===== src/rtl/nand_checker_pkg.sv =====
// Shared definitions for the NAND gate checker: FSM encoding, vector count,
// failed-sweep saturation value and the expected-response rule.
package nand_checker_pkg;

    typedef enum logic [1:0] {
        IDLE   = 2'd0,
        SETTLE = 2'd1,
        SAMPLE = 2'd2,
        DONE   = 2'd3
    } state_t;

    localparam int         VEC_COUNT    = 4;
    localparam logic [1:0] LAST_VEC     = 2'(VEC_COUNT - 1);
    localparam logic [3:0] FAIL_CNT_MAX = 4'd15;

    // A healthy NAND returns NOT(A AND B); A is index bit 0, B is index bit 1.
    function automatic logic nand_expect(input logic [1:0] idx);
        return ~(idx[0] & idx[1]);
    endfunction

endpackage


===== src/rtl/nand_checker_if.sv =====
// Bundle of the Tiny Tapeout pin groups. The master side drives the pins
// into the checker, and the slave side is the checker itself.
interface nand_checker_if;

    logic       ena;
    logic [7:0] ui_in;
    logic [7:0] uio_in;
    logic [7:0] uo_out;
    logic [7:0] uio_out;
    logic [7:0] uio_oe;

    modport master (output ena, ui_in, uio_in, input  uo_out, uio_out, uio_oe);
    modport slave  (input  ena, ui_in, uio_in, output uo_out, uio_out, uio_oe);

endinterface


===== src/rtl/nand_checker_core.sv =====
// Sweep engine. It drives the four A/B vectors, waits SETTLE_CYCLES for the
// gate under test, samples Y and reports the per-vector fail mask, the pass
// flag and a saturating count of failed sweeps.
module nand_checker_core
    import nand_checker_pkg::*;
#(
    parameter int SETTLE_CYCLES = 4      // legal range 3..255
) (
    input  logic           clk,
    input  logic           rst_n,
    nand_checker_if.slave  bus
);

    localparam logic [7:0] RELOAD = 8'(SETTLE_CYCLES - 1);

    state_t     state, state_next;
    logic [1:0] idx, idx_next;
    logic [7:0] cnt, cnt_next;
    logic [3:0] work_mask, work_mask_next;
    logic [3:0] rep_mask, rep_mask_next;
    logic [3:0] fail_cnt, fail_cnt_next;
    logic       pass, pass_next;
    logic       a, a_next, b, b_next;
    logic       start_s, y_s, loop_s, start_prev;
    logic       start_edge, restart, busy;
    logic       unused;

    sync2 u_sync_start (.clk(clk), .rst_n(rst_n), .d(bus.ui_in[0]), .q(start_s));
    sync2 u_sync_y     (.clk(clk), .rst_n(rst_n), .d(bus.ui_in[1]), .q(y_s));
    sync2 u_sync_loop  (.clk(clk), .rst_n(rst_n), .d(bus.ui_in[2]), .q(loop_s));

    assign start_edge = start_s & ~start_prev;
    assign busy       = (state == SETTLE) || (state == SAMPLE);
    assign unused     = &{1'b0, bus.ena, bus.uio_in, bus.ui_in[7:3]};

    // Next-state and next-value logic for the sweep FSM.
    // NOTE: every variable gets a default first, so no branch can infer a latch.
    always_comb begin
        state_next     = state;
        idx_next       = idx;
        cnt_next       = cnt;
        work_mask_next = work_mask;
        rep_mask_next  = rep_mask;
        fail_cnt_next  = fail_cnt;
        pass_next      = pass;
        restart        = 1'b0;

        unique case (state)
            IDLE: begin
                if (start_edge) begin
                    restart   = 1'b1;
                    pass_next = 1'b0;
                end
            end
            SETTLE: begin
                if (cnt == 8'd0) state_next = SAMPLE;
                else             cnt_next   = cnt - 8'd1;
            end
            SAMPLE: begin
                work_mask_next[idx] = (y_s != nand_expect(idx));
                if (idx == LAST_VEC) begin
                    state_next    = DONE;
                    rep_mask_next = work_mask_next;
                    pass_next     = (work_mask_next == 4'd0);
                    if (work_mask_next != 4'd0 && fail_cnt != FAIL_CNT_MAX)
                        fail_cnt_next = fail_cnt + 4'd1;
                end else begin
                    idx_next   = idx + 2'd1;
                    cnt_next   = RELOAD;
                    state_next = SETTLE;
                end
            end
            DONE: begin
                // Loop mode restarts after one DONE cycle and keeps the report.
                if (loop_s) begin
                    restart = 1'b1;
                end else if (start_edge) begin
                    restart   = 1'b1;
                    pass_next = 1'b0;
                end
            end
            default: state_next = IDLE;
        endcase

        if (restart) begin
            state_next     = SETTLE;
            idx_next       = 2'd0;
            work_mask_next = 4'd0;
            cnt_next       = RELOAD;
        end

        // A/B follow the vector index only while a vector is applied.
        a_next = (state_next == SETTLE || state_next == SAMPLE) ? idx_next[0] : 1'b0;
        b_next = (state_next == SETTLE || state_next == SAMPLE) ? idx_next[1] : 1'b0;
    end

    // State and datapath registers, all cleared by reset.
    // NOTE: masks and counters sit in the async reset too, so a reset abandons a sweep cleanly.
    always_ff @(posedge clk or negedge rst_n) begin
        if (!rst_n) begin
            state      <= IDLE;
            idx        <= 2'd0;
            cnt        <= 8'd0;
            work_mask  <= 4'd0;
            rep_mask   <= 4'd0;
            fail_cnt   <= 4'd0;
            pass       <= 1'b0;
            a          <= 1'b0;
            b          <= 1'b0;
            start_prev <= 1'b0;
        end else begin
            state      <= state_next;
            idx        <= idx_next;
            cnt        <= cnt_next;
            work_mask  <= work_mask_next;
            rep_mask   <= rep_mask_next;
            fail_cnt   <= fail_cnt_next;
            pass       <= pass_next;
            a          <= a_next;
            b          <= b_next;
            start_prev <= start_s;
        end
    end

    assign bus.uo_out  = {1'b0, idx, pass, (state == DONE), busy, b, a};
    assign bus.uio_out = {fail_cnt, rep_mask};
    assign bus.uio_oe  = 8'hFF;

endmodule


===== src/rtl/sync2.sv =====
// Two-flop synchronizer for one asynchronous input bit.
module sync2 (
    input  logic clk,
    input  logic rst_n,
    input  logic d,
    output logic q
);

    logic meta;

    // Shift the input through two flops to settle metastability.
    // NOTE: sequential state uses non-blocking assignments so both flops sample pre-edge values.
    always_ff @(posedge clk or negedge rst_n) begin
        if (!rst_n) begin
            meta <= 1'b0;
            q    <= 1'b0;
        end else begin
            meta <= d;
            q    <= meta;
        end
    end

endmodule


===== src/flat_wrapper.sv =====
// flat-port wrapper written by rule: the top's interface ports become plain ports
module nand_checker_core_flat import nand_checker_pkg::*;
#(
    parameter int SETTLE_CYCLES = 4                           
)
  (clk, rst_n, bus_ena, bus_ui_in, bus_uio_in, bus_uo_out, bus_uio_out, bus_uio_oe);
  nand_checker_if bus_i ();
  input  logic clk;
  input  logic rst_n;
  input wire logic [$bits(bus_i.ena)-1:0] bus_ena;
  input wire logic [$bits(bus_i.ui_in)-1:0] bus_ui_in;
  input wire logic [$bits(bus_i.uio_in)-1:0] bus_uio_in;
  output wire logic [$bits(bus_i.uo_out)-1:0] bus_uo_out;
  output wire logic [$bits(bus_i.uio_out)-1:0] bus_uio_out;
  output wire logic [$bits(bus_i.uio_oe)-1:0] bus_uio_oe;
  assign bus_i.ena = bus_ena;
  assign bus_i.ui_in = bus_ui_in;
  assign bus_i.uio_in = bus_uio_in;
  assign bus_uo_out = bus_i.uo_out;
  assign bus_uio_out = bus_i.uio_out;
  assign bus_uio_oe = bus_i.uio_oe;
  nand_checker_core #(.SETTLE_CYCLES(SETTLE_CYCLES)) u_core (.clk(clk), .rst_n(rst_n), .bus(bus_i));
endmodule

===== config.mk =====
export PLATFORM = sky130hd
export DESIGN_NAME = nand_checker_core_flat
export DESIGN_NICKNAME = d
export VERILOG_FILES = /design/src/rtl/nand_checker_pkg.sv /design/src/rtl/nand_checker_if.sv /design/src/rtl/nand_checker_core.sv /design/src/rtl/sync2.sv /design/src/flat_wrapper.sv
export SDC_FILE = /design/constraint.sdc
export NUM_CORES = 1
export LEC_CHECK = 0
export BUFFER_PORTS_ARGS = -buffer_cell sky130_fd_sc_hd__buf_2
export CAP_MARGIN = 20
export CORE_MARGIN = 3
export CORE_UTILIZATION = 25
export CTS_CLUSTER_SIZE = 20
export DETAILED_ROUTE_END_ITERATION = 12
export MAX_ROUTING_LAYER = met4
export PLACE_DENSITY = 0.5
export SKIP_LAST_GASP = 1
export SYNTH_ARGS = -nofsm -noshare
export SYNTH_HDL_FRONTEND = slang
export SYNTH_SLANG_ARGS = --single-unit

===== constraint.sdc =====
create_clock -name clk -period 2.8 [get_ports clk]
set_input_delay 0.42 -clock clk [delete_from_list [all_inputs] [get_ports clk]]
set_output_delay 0.42 -clock clk [all_outputs]
set_load 0.05 [all_outputs]

==> flow_summary_export.csv, run 1 <==
group,metric,value,unit
job,cap_violations,0,
synth,ys.flop_type,"dfrtp_1",
global_route,grt_max_degree,35,
global_route,overflow,0,
worst_setup_path,worstSetupStartpointType,"flop",
clock_tree,cts_root_buf,"clkbuf_8",
sta,worst_pin_slew,0.785,ns
synth,synth_fa_ha_area_frac,0.0420,
drt,drc,0,
synth,synth_xor_area_frac,0.0245,
cells_and_area,drive_gt1_frac,0.222,
synth,ys_top_cells_by_count,"dfrtp_1, buf_4, nand2_1, nor2_1, nor3_1",
global_route,grt_pass1_wl,6.07,mm
synth,synth_compound_area_frac,0.127,
worst_setup_path,cp_num_buf_inv,1,
clock_tree,clk_pin_slew,0.07,ns
synth,synth_cells,174,
cells_and_area,n_antenna_cell,0,
clock_tree,cts.path.max_buffers,2,
outcome,status,"complete, no violations",
sta,slew_viol_final,0,
placement,routabilityCongestion,0.765,
synth,synthSimpleGateAreaFrac,0.195,
synth,ys_types,47,
synth,synth_area_leaders,"dfrtp_1, buf_4, ha_1",
cells_and_area,stdcell_area,0.00199,mm2
worst_setup_path,path_delay_family,"simple AND/OR/NAND/NOR gates",
synth,synth_top_family_by_area,"simple AND/OR/NAND/NOR gates",
floorplanning,fp.coreArea,0.00687,mm2
clock_tree,cts_tree,"yes",
sta,period_minus_slack,2.18,ns
synth,synth_area,0.00179,mm2
placement,dpl.cell_count,277,
hold_path,hold_path_class,"input pin to async pin",
cells_and_area,final_net_count,213,
sta,relSlewSlack,0.475,
clock_tree,ctsHoldBuffers,0,
worst_setup_path,cpPeakStageDelay,0.54,ns
synth,synth.mux.area_fraction,0.0315,
sta,fin_crit_sh,0.779,
global_route,grt_usage,0.0942,
cells_and_area,final_cells,285,
sta,tns,0,ns
synth,synth.top_cell.area_share,0.476,
worst_setup_path,cp_cell_sequence,"inv_1, ha_1, or3b_2, nor3_1, o221ai_1, xor2_1, nor4_1",
floorplanning,die_height,90.5,um
clock_tree,cts_buffers,5,
placement,dpl-instance-area,0.00190,mm2
cells_and_area,regArea,851,um2
cells_and_area,area_delta_synth_final,11.6,%
global_route,grt_pass1_vias,1202,
placement,place_hpwl,2.31,mm
worst_setup_path,crit_fanout,6,
floorplanning,initial_core_util,0.260,
synth,synth_area_leader_cell,"dfrtp_1",
worst_setup_path,criticalPathCategory,"flop to flop",
drt,ant_nets,0,
drt,routed_wl,3.40,mm
worst_setup_path,worstPathRequired,2.99,ns
clock_tree,cts_resized,0,
power_and_ir_drop,vdd_drop_max,0.205,mV
drt,avgViaCountPerCell,4.39,
worst_setup_path,critPathCaptureType,"flop",
floorplanning,rows,30,
drt,vias,1251,
drt,initialDrtViolationCount,63,
floorplanning,dieArea,0.00820,mm2
sta,rsz0062_at_grt,"false",
floorplanning,die-width,90.5,um
synth,async_reset_ff_frac,1.00,
sta,achievable-frequency,0.459,GHz
power_and_ir_drop,powerDensity,712,mW/mm2
synth,ys_seq_area_frac,0.476,
sta,whs,0.204,ns
global_route,antenna_found_initial,0,
synth,ys_warn_count,0,
synth,synth_seq_cells,34,
synth,synth.most_common_cell,"dfrtp_1",
clock_tree,cts_htree_levels,2,
floorplanning,io_pins,43,
drt,drt_pass1_iterations,4,
cells_and_area,multiInputGateArea,783,um2
worst_setup_path,cp.arrival,2.37,ns
synth,synth.avg_cell_area,10.3,um2
worst_setup_path,slowest_stage,"or3b_2",
sta,fin_worst_skew,0.00515,ns
clock_tree,clk_latency,0.29,ns
synth,synth_edf_count,0,
clock_tree,cts_setup_buffers,0,
cells_and_area,fillers,718,
power_and_ir_drop,leakagePower,0.938,nW
sta,final_hold_viol_count,0,
sta,finalSetupViolCount,0,
drt,post_drt_wl_per_cell,11.9,um
placement,io_buffer_count,19,
clock_tree,clock_sinks,34,
cells in the final DEF (no fill, tap or decap), types with 3 or more instances in the layout:
master and n:
dfrtp_1 34, buf_2 19, nand2_1 14, nor2_1 10, conb_1 9, nor3_1 8
inv_1 7, ha_1 6, clkbuf_8 6, xor2_1 5, a21oi_1 5, a31oi_1 5
mux2_2 5, o21ai_0 4, nand3b_1 3, nor2b_1 3, nor4_1 3, o2bb2ai_1 3
buf_4 3
final timing paths:
path	startpoint	endpoint	slack, ns	depth (start not counted)
setup reg to reg	u_core.cnt[0]$_DFFE_PN0P_	u_core.a$_DFF_PN0_	0.62	7
hold / removal	rst_n	u_core.cnt[6]$_DFFE_PN0P_	0.20	1
hold reg to reg	u_core.u_sync_start.meta$_DFF_PN0_	u_core.u_sync_start.q$_DFF_PN0_	0.35	0
setup / recovery	u_core.cnt[0]$_DFFE_PN0P_	u_core.a$_DFF_PN0_	0.62	7
max in group asynchronous	rst_n	u_core.fail_cnt[3]$_DFFE_PN0P_	2.11	1
min in group clk	bus_ui_in[2]	u_core.u_sync_loop.meta$_DFF_PN0_	0.24	1
power by group:
group	internal [mW]	switching [mW]	total, mW
combinational	0.152	0.252	0.405
clock	0.198	0.187	0.384
sequential	0.556	0.0744	0.630
total	0.906	0.513	1.42
final cells by class:
| type | count | share of cell area |
|---|---|---|
| clock inverter | 2 | 0.00628 |
| inverter | 7 | 0.0132 |
| tap | 96 | 0.0603 |
| multi-input combinational | 118 | 0.393 |
| clock buffer | 6 | 0.0414 |
| sequential | 34 | 0.427 |
| timing repair buffer | 22 | 0.0590 |
state kept, by name (all words and copies together), names as in the netlist, 2 cells and up:
signal,flops
u_core.idx,2
u_core.work_mask,4
u_core.state,2
u_core.fail_cnt,4
u_core.rep_mask,4
u_core.cnt,8
routing by layer:
layer	routed length [um]	share of wire	vias to the layer above	GRT usage
met1	1690	0.50	594	0.122
li1	-	-	624	-
met5	0	0	-	-
met3	119	0.035	7	0.0208
met2	1520	0.45	26	0.141
met4	72	0.021	0	0.0421
logic make-up (layout without fill, tap and decap cells):
logic type	count (synthesis)	count (layout)
flops	34	34
other cells	2	9
buf+inv	29	37
xor+xnor	5	5
compound gates	31	31
mux	5	5
fa+ha+maj	6	6
simple gates	62	62
through the flow:
stage	utilization	setup slack [ns]	total power [mW]
global placement	0.276	0.632	1.05
finish	0.290	0.619	1.42
global route	0.290	0.386	1.54
floorplan	-	0.576	0.986
detailed placement	0.276	0.618	1.05
CTS	0.290	0.594	1.44
Power figures use the tool's default switching activity.
==> run 2, diff against run 1 <==
--- a/config.mk
+++ b/config.mk
@@ -12,7 +12,7 @@
 export CTS_CLUSTER_SIZE = 20
 export DETAILED_ROUTE_END_ITERATION = 12
 export MAX_ROUTING_LAYER = met4
-export PLACE_DENSITY = 0.5
+export PLACE_DENSITY = 0.52
 export SKIP_LAST_GASP = 1
 export SYNTH_ARGS = -nofsm -noshare
 export SYNTH_HDL_FRONTEND = slang
==> constraint.sdc (replaced) <==
create_clock -name clk -period 2 [get_ports clk]
set_input_delay 0.3 -clock clk [delete_from_list [all_inputs] [get_ports clk]]
set_output_delay 0.3 -clock clk [all_outputs]
set_load 0.05 [all_outputs]
==> run 2 against run 1 <==
Net effect:
- the run now ends with setup timing left
- critical path type unchanged
- clock power rose by 68%
- sequential power rose by 37%
- via count rose by 5.6%
- critical path depth fell by 2
- cell count rose by 5.6%
- core utilization rose by 3.3 points
- total power rose by 62%
- clock-buffer cell count fell by 1
- global-route usage fell by 0.23 points
- non-clock buffer count rose by 16
- clock skew fell by 0.0016 ns
- critical endpoint is now u_core.cnt[7]$_DFFE_PN0P_
- hold slack got worse by 0.090 ns
==> flow_summary_export.csv, run 2 (same netlist as run 1, synthesis figures left out) <==
group,metric,value,unit
sta,finalSetupViolCount,1,
clock_tree,cts_tree,"yes",
cells_and_area,largest_reg_flops,8,
cells_and_area,n_antenna_cell,0,
floorplanning,dieArea,0.00820,mm2
global_route,grt_pass1_wl,6.01,mm
power_and_ir_drop,vdd_drop_max,0.283,mV
sta,achievable-frequency,0.482,GHz
placement,io_buffer_count,19,
worst_setup_path,criticalPathCategory,"flop to flop",
cells_and_area,area_delta_synth_final,24.2,%
drt,drc,0,
outcome,status,"complete, but fails checks",
clock_tree,cts.path.max_buffers,2,
worst_setup_path,cp.arrival,2.28,ns
cells_and_area,final_cell_mix,"dfrtp_1, buf_2, buf_4, nand2_1",
sta,fin_worst_skew,0.00354,ns
drt,routed_wl,3.67,mm
floorplanning,die_height,90.5,um
worst_setup_path,worstSetupStartpointType,"flop",
worst_setup_path,worstPathRequired,2.21,ns
sta,final_hold_viol_count,0,
clock_tree,clk_latency,0.29,ns
drt,ant_nets,0,
sta,fin_crit_sh,1.04,
global_route,grt_usage,0.0919,
floorplanning,initial_core_util,0.260,
drt,vias,1321,
floorplanning,die-width,90.5,um
power_and_ir_drop,leakagePower,1.06,nW
drt,drt_pass1_iterations,6,
placement,routabilityCongestion,0.755,
job,cap_violations,0,
global_route,antenna_found_initial,0,
clock_tree,cts_buffers,5,
cells_and_area,layout_commonest_cell,"dfrtp_1",
outcome,violations,"setup timing",
sta,slew_viol_final,0,
placement,place_hpwl,2.54,mm
power_and_ir_drop,powerDensity,1030,mW/mm2
cells_and_area,regMostFlops,"u_core.cnt",
clock_tree,cts_htree_levels,2,
power_and_ir_drop,finalPower,2.30,mW
cells_and_area,final_net_count,229,
drt,avgViaCountPerCell,4.39,
clock_tree,cts_root_buf,"clkbuf_8",
clock_tree,clock_sinks,34,
global_route,grt_max_degree,21,
sta,rsz0062_at_grt,"true",
cells_and_area,final_core_util,0.323,
global_route,grt_pass1_vias,1220,
worst_setup_path,crit_fanout,2,
global_route,overflow,0,
drt,initialDrtViolationCount,88,
placement,dp_slack,-0.0876,ns
drt,post_drt_wl_per_cell,12.2,um
floorplanning,rows,30,
sta,worst_slack,-0.0749,ns
cells_and_area,fillers,702,
worst_setup_path,critPathCaptureType,"flop",
clock_tree,clk_pin_slew,0.07,ns
hold_path,hold_path_class,"input pin to flop",
floorplanning,fp.coreArea,0.00687,mm2
sta,period_minus_slack,2.07,ns
floorplanning,io_pins,43,
cells_and_area,drive_gt1_frac,0.341,
## run 2: changes by cell type in the layout (fill, tap and decap cells not counted), sizes merged
cell | before | now
buf | 22 | 37
bufinv | 0 | 1
clkbuf | 6 | 5
clkinv | 1 | 0
clkinvlp | 1 | 2
dlygate4sd3 | 0 | 1
## run 2: cell type report
class	count	area [um2]	area share
Timing Repair Buffer	38	244	0.110
Clock inverter	3	45.0	0.0203
Multi-Input combinational cell	118	862	0.388
Tap cell	96	120	0.0541
Sequential cell	34	853	0.384
Clock buffer	5	68.8	0.0310
Inverter	7	26.3	0.0118
## run 2: path summary, 6_finish.rpt
path	startpoint	end	slack, ns	depth (start not counted)
max	u_core.cnt[1]$_DFFE_PN0P_	u_core.cnt[7]$_DFFE_PN0P_	-0.07	5
min	bus_ui_in[2]	u_core.u_sync_loop.meta$_DFF_PN0_	0.11	1
max reg2reg	u_core.cnt[1]$_DFFE_PN0P_	u_core.cnt[7]$_DFFE_PN0P_	-0.07	5
min reg2reg	u_core.u_sync_start.meta$_DFF_PN0_	u_core.u_sync_start.q$_DFF_PN0_	0.35	0
max in group asynchronous	rst_n	u_core.fail_cnt[2]$_DFFE_PN0P_	0.97	3
min in group asynchronous	rst_n	u_core.cnt[3]$_DFFE_PN0P_	0.45	2
## run 2: through the flow
stage	instance area (um2)	hold WS, ns	cells	setup TNS (ns)
finish	2220	0.114	301	-0.0749
floorplan	1860	0.00441	181	-0.0167
global route	2220	0.107	301	-0.204
global placement	2030	0.234	290	-0.194
CTS	2180	0.102	300	-0.0930
detailed placement	2030	0.236	290	-0.191
## run 2: critical path: stages (launching register included)
cell and delay, ns:
dfrtp_1 0.38, or3_4 0.39, or3_4 0.34, or3_4 0.34, or4_4 0.41, a31oi_1 0.15
## run 2: what timing repair did
item / CTS / global route
buffers inserted: 1 / 1
setup endpoints to repair: 7 / 10
pin swaps: 2 / 0
hold endpoints to repair: 14 / 0
gates resized for setup: 4 / 9
hold buffers: 1 / 0
## run 2: per-layer routing
metal / track usage / wire length (um) / vias to the layer above
li1: - / - / 657
met1: 0.119 / 1790 / 634
met2: 0.139 / 1690 / 24
met3: 0.0142 / 104 / 6
met4: 0.0459 / 82 / 0
met5: - / 0 / -
## run 2: report_power, final
group	internal (mW)	switching, mW	leakage, nW
registers	0.778	0.0872	0.426
logic	0.340	0.447	0.584
clock network	0.371	0.274	0.0504
==> run 3, diff against run 2 <==
==> constraint.sdc (replaced) <==
create_clock -name clk -period 2 [get_ports clk]
set_input_delay 0.3 -clock clk [delete_from_list [all_inputs] [get_ports clk]]
set_output_delay 0.3 -clock clk [all_outputs]
set_load 0.01 [all_outputs]
==> run 3 against run 2 <==
Net effect:
- the flow still finishes with violations (setup timing)
- clock skew grew 0.0056 ns
- via count rose by 0.61%
- total power rose by 2.3%
- largest cell class unchanged
==> flow_summary_export.csv, run 3 (same netlist as run 1, synthesis figures left out) <==
group,metric,value,unit
outcome,status,"complete, but fails checks",
outcome,violations,"setup timing",
cells_and_area,final_net_count,237,
clock_tree,clk_pin_slew,0.07,ns
clock_tree,cts_root_buf,"clkbuf_8",
placement,dpl.cell_count,298,
worst_setup_path,path_delay_family,"simple AND/OR/NAND/NOR gates",
floorplanning,io_pins,43,
worst_setup_path,cpPeakStageDelay,0.40,ns
cells_and_area,area_delta_synth_final,28.6,%
power_and_ir_drop,switchingPower,0.740,mW
power_and_ir_drop,p_clk_frac,0.277,
cells_and_area,layout_commonest_cell,"dfrtp_1",
drt,drt_pass1_iterations,4,
cells_and_area,largest_reg_flops,8,
worst_setup_path,cp_common_cell,"or3_4",
clock_tree,cts_buffers,5,
floorplanning,initial_core_util,0.260,
drt,drt-met1-wl,1.74,mm
drt,wl_met2,1.76,mm
power_and_ir_drop,powerDensity,1020,mW/mm2
sta,rsz0062_at_grt,"true",
drt,vias,1329,
clock_tree,cts_htree_levels,2,
sta,fin_worst_skew,0.00912,ns
power_and_ir_drop,comb_power_share,0.355,
worst_setup_path,cp_num_buf_inv,1,
global_route,antenna_found_initial,0,
drt,post_drt_wl_per_cell,12.1,um
cells_and_area,n_antenna_cell,0,
sta,tns,-0.0940,ns
cells_and_area,final_cell_mix,"dfrtp_1, buf_4, buf_2, nand2_1, nor2_1",
placement,routabilityCongestion,0.749,
floorplanning,dieArea,0.00820,mm2
worst_setup_path,cp.arrival,2.31,ns
power_and_ir_drop,internal_power,1.61,mW
sta,period_minus_slack,2.09,ns
global_route,overflow,0,
worst_setup_path,worstPathRequired,2.21,ns
drt,avgViaCountPerCell,4.31,
drt,ant_nets,0,
drt,topRoutingLayerUsed,"met4",
drt,initialDrtViolationCount,70,
global_route,grt_max_degree,35,
worst_setup_path,endpoint,"u_core.cnt[7]$_DFFE_PN0P_",
worst_setup_path,r2r_cells,6,
sta,worst_slack,-0.0940,ns
sta,achievable-frequency,0.478,GHz
cells_and_area,drive_gt1_frac,0.363,
power_and_ir_drop,vdd_drop_max,0.334,mV
placement,io_buffer_count,19,
power_and_ir_drop,finalPower,2.35,mW
hold_path,hold_path_class,"input pin to async pin",
clock_tree,cts.path.max_buffers,2,
sta,slew_viol_final,0,
drt,routed_wl,3.72,mm
drt,drc,0,
global_route,grt_usage,0.0966,
worst_setup_path,r2r_setup_slack,-0.09,ns
job,cap_violations,0,
worst_setup_path,critPathCaptureType,"flop",
worst_setup_path,regToRegStartpoint,"u_core.cnt[0]$_DFFE_PN0P_",
floorplanning,die_height,90.5,um
worst_setup_path,slowest_stage,"or4_1",
clock_tree,clk_latency,0.29,ns
placement,dpl-instance-area,0.00207,mm2
sta,fin_crit_sh,1.05,
worst_setup_path,criticalPathCategory,"flop to flop",
power_and_ir_drop,leakagePower,1.11,nW
worst_setup_path,worstSetupStartpoint,"u_core.cnt[0]$_DFFE_PN0P_",
sta,final_hold_viol_count,0,
cells_and_area,regMostFlops,"u_core.cnt",
cells_and_area,final_cells,308,
floorplanning,fp.coreArea,0.00687,mm2
power_and_ir_drop,seqPwrFrac,0.368,
floorplanning,rows,30,
sta,finalSetupViolCount,1,
clock_tree,cts_tree,"yes",
worst_setup_path,cp.depth,6,
worst_setup_path,rr_endpoint,"u_core.cnt[7]$_DFFE_PN0P_",
clock_tree,clock_sinks,34,
drt,met3_length,152,um
global_route,grt_pass1_vias,1311,
global_route,grt_pass1_wl,6.19,mm
power_and_ir_drop,switching_share,0.315,
placement,place_hpwl,2.57,mm
placement,dp_slack,-0.126,ns
cells_and_area,stdcell_area,0.00230,mm2
worst_setup_path,worstSetupStartpointType,"flop",
floorplanning,die-width,90.5,um
worst_setup_path,cp_cell_sequence,"buf_6, or3_4, or3_4, or3_4, or4_1, a31oi_1",
worst_setup_path,crit_fanout,2,
[run 3: changes by cell type in the layout (fill, tap and decap cells not counted), moves of 2 or more]
cell / delta
ha_2: -2
nor4_2: +2
clkinvlp_4: -2
nor4_1: -2
buf_4: +7
[run 3: worst min path at each step]
stage | from | endpoint | slack (ns) | depth (start not counted)
after global placement | u_core.u_sync_loop.meta$_DFF_PN0_ | u_core.u_sync_loop.q$_DFF_PN0_ | 0.33 | 0
after global routing | rst_n | u_core.cnt[3]$_DFFE_PN0P_ | 0.07 | 2
after CTS | rst_n | u_core.cnt[3]$_DFFE_PN0P_ | 0.05 | 2
after detailed placement | u_core.u_sync_loop.meta$_DFF_PN0_ | u_core.u_sync_loop.q$_DFF_PN0_ | 0.34 | 0
final | rst_n | u_core.cnt[3]$_DFFE_PN0P_ | 0.04 | 2
after floorplan | rst_n | u_core.a$_DFF_PN0_ | 0.004 | 0
[run 3: layout make-up]
type	instances	area (um2)
clock buffers	6	82.6
inverters	7	26.3
flip-flops and latches	34	852
repair buffers	46	318
well taps	96	120
clock inverters	1	30.0
multi-input cells	118	868
fillers	712	4570
[run 3: power groups by stage]
stage	registers, mW	clock network, mW	logic (mW)
floorplan	0.864	0	0.457
detailed placement	0.870	0	0.690
global placement	0.869	0	0.686
finish	0.865	0.651	0.833
global route	0.881	0.695	0.916
CTS	0.860	0.676	0.704
[run 3: per-stage QoR]
stage,hold WS (ns),utilization
after detailed placement,0.336,0.301
after global routing,0.0729,0.334
final,0.0362,0.334
after global placement,0.332,0.301
after floorplan,0.00441,-
after CTS,0.0501,0.319
[run 3: timing repair]
item / in CTS / in global routing
gates resized for setup: 2 / 17
buffers inserted: 1 / 2
cloned: 0 / 0
setup endpoints to repair: 3 / 14
hold buffers: 0 / 0
pin swaps: 1 / 2
[run 3: per-layer routing]
metal / GRT usage / vias up
li1: - / 668
met1: 0.118 / 625
met2: 0.149 / 29
met3: 0.0242 / 7
met4: 0.0459 / 0
met5: - / -
